--- config.mk ---
export PLATFORM = sky130hd
export DESIGN_NAME = seg_scroll_ctrl
export DESIGN_NICKNAME = d
export VERILOG_FILES = /design/src/rtl/seg_scroll_ctrl.sv
export SDC_FILE = /design/constraint.sdc
export NUM_CORES = 1
export LEC_CHECK = 0
export ABC_CLOCK_PERIOD_IN_PS = 3700
export BUFFER_PORTS_ARGS = -buffer_cell sky130_fd_sc_hd__buf_2
export CAP_MARGIN = 20
export CORE_AREA = 2 2 89 126
export CTS_BUF_LIST = sky130_fd_sc_hd__clkbuf_2
export DETAILED_ROUTE_END_ITERATION = 8
export DIE_AREA = 0 0 91 128
export GPL_ROUTABILITY_DRIVEN = 0
export PLACE_DENSITY = 0.75
export SLEW_MARGIN = 30
export SYNTH_ARGS = -nofsm -noshare
export SYNTH_HDL_FRONTEND = slang
export SYNTH_SLANG_ARGS = --single-unit
--- constraint.sdc ---
create_clock -name clk -period 3.7 [get_ports clk]
set_input_delay 0.555 -clock clk [delete_from_list [all_inputs] [get_ports clk]]
set_output_delay 0.555 -clock clk [all_outputs]
set_load 0.05 [all_outputs]
--- src/rtl/seg_scroll_ctrl.sv ---
`default_nettype none
// ============================================================================
//  Module      : seg_scroll_ctrl
//  Description : Scrolling controller for a six-digit seven-segment display.
//                Buffers hex nibbles in a valid/ready FIFO and shifts them
//                into a six-entry digit register once every TICK_CYCLES
//                clock cycles. Digit code 16 means blank.
//  Revision    : 1.0 - initial release
// ============================================================================
module seg_scroll_ctrl #(
    parameter int TICK_CYCLES = 5000000,
    parameter int DEPTH       = 16
) (
    input  logic                       clk,
    input  logic                       rst,
    input  logic                       in_valid,
    input  logic [3:0]                 in_data,
    output logic                       in_ready,
    input  logic                       clear,
    input  logic                       pause,
    output logic [4:0]                 h0,
    output logic [4:0]                 h1,
    output logic [4:0]                 h2,
    output logic [4:0]                 h3,
    output logic [4:0]                 h4,
    output logic [4:0]                 h5,
    output logic [$clog2(DEPTH+1)-1:0] level
);

    localparam int c_PTR_W = $clog2(DEPTH);
    localparam int c_LVL_W = $clog2(DEPTH + 1);
    localparam int c_CNT_W = $clog2(TICK_CYCLES);

    localparam logic [c_CNT_W-1:0] c_CNT_MAX  = c_CNT_W'(TICK_CYCLES - 1);
    localparam logic [c_LVL_W-1:0] c_LVL_FULL = c_LVL_W'(DEPTH);
    localparam logic [4:0]         c_BLANK    = 5'd16;

    logic [3:0]         r_mem [DEPTH];
    logic [c_PTR_W-1:0] r_wptr;
    logic [c_PTR_W-1:0] r_rptr;
    logic [c_LVL_W-1:0] r_level;
    logic [c_CNT_W-1:0] r_cnt;
    logic [4:0]         r_digits [6];

    logic w_full;
    logic w_tick;
    logic w_push;
    logic w_pop;

    // Handshake and scroll-step decode; pop only when the FIFO already held data
    always_comb begin
        w_full   = (r_level == c_LVL_FULL);
        in_ready = !w_full && !clear && !rst;
        w_push   = in_valid && in_ready;
        w_tick   = (r_cnt == c_CNT_MAX) && !pause;
        w_pop    = w_tick && (r_level != '0);
    end

    // FIFO storage; no reset needed since level gates every read
    always_ff @(posedge clk) begin
        if (w_push) begin
            r_mem[r_wptr] <= in_data;
        end
    end

    // Tick counter, FIFO pointers/occupancy and the digit shift register
    always_ff @(posedge clk) begin
        if (rst || clear) begin
            r_wptr  <= '0;
            r_rptr  <= '0;
            r_level <= '0;
            r_cnt   <= '0;
            for (int i = 0; i < 6; i++) begin
                r_digits[i] <= c_BLANK;
            end
        end else begin
            if (!pause) begin
                r_cnt <= (r_cnt == c_CNT_MAX) ? '0 : r_cnt + 1'b1;
            end

            if (w_push) begin
                r_wptr <= r_wptr + 1'b1;
            end
            if (w_pop) begin
                r_rptr <= r_rptr + 1'b1;
            end

            case ({w_push, w_pop})
                2'b10:   r_level <= r_level + 1'b1;
                2'b01:   r_level <= r_level - 1'b1;
                default: r_level <= r_level;
            endcase

            if (w_tick) begin
                for (int i = 5; i > 0; i--) begin
                    r_digits[i] <= r_digits[i-1];
                end
                r_digits[0] <= w_pop ? {1'b0, r_mem[r_rptr]} : c_BLANK;
            end
        end
    end

    // Registered state straight to the ports
    always_comb begin
        h0    = r_digits[0];
        h1    = r_digits[1];
        h2    = r_digits[2];
        h3    = r_digits[3];
        h4    = r_digits[4];
        h5    = r_digits[5];
        level = r_level;
    end

endmodule
`default_nettype wire
==> results.toml <==
[status]
status = "completed"

[die]
core_sq_um = 10600
start_util_pct = 53.7
rows = 45
fp.dieW_um = 91
die-area_sq_um = 11600
fp.dieH_um = 128
ios = 45

[global_route]
grt_pass1_vias = 3367
grt_pass1_wl_um = 16200
antenna_found_initial = 1
overflow = 0
grt_max_degree = 33
grt_usage_pct = 18.4

[placed_design]
post-dp-hpwl_um = 6940
port-buffer-count = 44

[cells_and_area]
fin_nets = 476
area_growth_pct = 10.4
fill_cells = 885
drive_gt1_share_pct = 25.5
utilization_pct = 59.3

[clocking]
tritoncts = "built"
cts_setup_buffers = 0
cts.clk_slew.worst_paths_ps = 190
cts_hold_buf = 0
cts.sinks = 134
cts_buffers = 17
clockRootBuffer = "clkbuf_2"
cts.path.max_buffers = 2
cts_resized = 0
clk_latency_ps = 680
h-tree-depth = 4

[synth]
synth_warnings = 0
synth_cells = 405
synth_top_flop_cell = "edfxtp_1"
synth.distinct_cells = 54
synth_async_sr_flop_share_pct = 0
ys_ff_latch = 134
syn_nets = 423
synthesis.area_sq_um = 5690
syn_area_per_cell_sq_um = 14.0
ys_seq_area_share_pct = 63.7
synth_edf_count = 94

[timing]
drv_slew = 0
tns_ps = 0
fin_hold_ws_ps = 191
clock_skew_ps = 39.7
worstMarginPinSlew_ps = 865
relSlewSlack_pct = 41.8
finalCriticalPeriod_ps = 3210
rsz0062_at_grt = "false"
final.period_utilization_pct = 86.8
fmax_ghz = 0.311
final_hold_viol_count = 0
setup_viol = 0

[power_and_ir_drop]
ir_worst_vdd_mv = 0.255
powerDensity_nw_per_um2 = 412
leakage_nw = 2.17

[setup_path]
critPathLaunchType = "flip-flop"
cp_max_fo = 10
cp-end-kind = "flip-flop"
cp.required_ps = 4300
crit_type = "flip-flop to flip-flop"
cp.arrival_ps = 3810

[detailed_routing]
vias = 3349
drt_pass1_iterations = 7
routed_wl_um = 10000
routedWlPerCell_um = 16.3
drcViolationCount = 0
ant_nets = 0
drt_iter0_markers = 181
via_per_inst = 5.46

[run]
cap_viol_max_count = 0

[hold_path]
hold_class = "input port to flip-flop"
## registers in the layout, indices dropped and copies added (netlist names), named ones only
name and flops:
r_mem 64, level 5, r_rptr 4, r_digits 30
r_wptr 4, r_cnt 23
## area by class of cell
cell class	instances	area [sq um]	share of cell area [%]
Inverter	7	26.3	0.418
Tap cell	141	176	2.81
Antenna cell	1	2.50	0.0399
Clock inverter	14	140	2.23
Timing Repair Buffer	51	273	4.34
Sequential cell	134	3620	57.7
Clock buffer	18	90.1	1.43
Multi-Input combinational cell	247	1950	31.0
## layout by cell type (no fill, tap or decap), types with 4 or more instances in the layout
cell type and instances:
ha_1 9, xor2_1 16, nor2b_1 6, or2_2 7
nand2_1 17, a21oi_1 4, buf_2 44, nand3_1 7
mux4_1 4, nand4_1 7, mux2i_1 6, dfxtp_1 39
and2_1 21, inv_6 5, nor3_1 9, mux4_2 15
inv_1 7, buf_4 7, xnor2_1 13, edfxtp_1 94
nor2_1 53, clkbuf_2 18
## cell families after synthesis
group,synth area share [%]
compound gates,2.40
xor+xnor,4.47
fa+ha+maj,1.98
buf+inv,2.09
flops,63.7
mux,8.85
simple gates,16.5
## synthesized netlist by cell type, types with 2 or more instances
| library cell | number | area (sq um) |
|---|---|---|
| nand3_1 | 7 | 35.0 |
| nor2b_1 | 6 | 37.5 |
| nand4b_1 | 2 | 17.5 |
| or2_2 | 7 | 43.8 |
| nand4_1 | 7 | 43.8 |
| mux4_2 | 15 | 338 |
| buf_2 | 3 | 15.0 |
| mux2i_1 | 6 | 60.1 |
| ha_1 | 9 | 113 |
| inv_1 | 7 | 26.3 |
| o31ai_1 | 2 | 15.0 |
| a311oi_1 | 2 | 17.5 |
| nor3_1 | 9 | 45.0 |
| or3_1 | 3 | 18.8 |
| buf_6 | 3 | 33.8 |
| nand2_1 | 18 | 67.6 |
| a211oi_1 | 2 | 15.0 |
| nand2b_1 | 3 | 18.8 |
| nor3b_1 | 3 | 22.5 |
| xor2_1 | 16 | 140 |
| clkbuf_1 | 9 | 33.8 |
| and3_1 | 3 | 18.8 |
| xnor2_1 | 13 | 114 |
| dfxtp_1 | 40 | 801 |
| nor4b_1 | 2 | 17.5 |
| a21o_1 | 2 | 15.0 |
| mux4_1 | 4 | 105 |
| edfxtp_1 | 94 | 2820 |
| and4_1 | 2 | 17.5 |
| clkbuf_2 | 2 | 10.0 |
| nor2_1 | 53 | 199 |
| o21ai_0 | 2 | 10.0 |
| a21oi_1 | 4 | 20.0 |
| nor3_2 | 2 | 20.0 |
| nor4_1 | 3 | 18.8 |
| and4b_1 | 2 | 20.0 |
| and2_1 | 21 | 131 |
## power breakdown
| group | internal [mW] | switching (mW) | leakage [nW] |
|---|---|---|---|
| Combinational | 0.0258 | 0.106 | 0.825 |
| Sequential | 1.62 | 0.00901 | 1.21 |
| Clock | 0.264 | 0.562 | 0.134 |
## worst paths after layout
check	from	endpoint	slack (ps)	cells past startpoint
hold / removal	rst	level[4]	190	3
setup / recovery	r_cnt[0]	level[4]	490	11
hold reg to reg	level[3]	level[3]	530	2
setup reg to reg	r_cnt[0]	level[4]	490	11
## through the flow
step | power [mW] | std cells | setup WS [ps] | cell area, sq um
CTS | 2.62 | 612 | 509 | 6270
detailed placement | 1.80 | 580 | 349 | 6040
finish | 2.59 | 613 | 488 | 6280
global placement | 1.79 | 580 | 518 | 6040
global route | 2.69 | 613 | 232 | 6280
floorplan | 1.75 | 405 | 509 | 5690
## layer usage
layer / GRT usage, % / up-vias / part of all wire (%)
met2: 33.9 / 88 / 55
met5: 0 / - / 0
li1: - / 1597 / -
met1: 18.9 / 1645 / 38
met3: 5.53 / 19 / 4.1
met4: 8.91 / 0 / 2.3
## critical path: stages (launching register included)
cell,delay [ps]
dfxtp_1,410
ha_1,200
and4b_1,320
nand4_4,200
nor3_2,380
ha_1,430
xor2_1,110
ha_1,270
a311oi_1,300
nor3_1,90
a211oi_1,230
mux2i_1,210
Power figures use the tool's default switching activity.
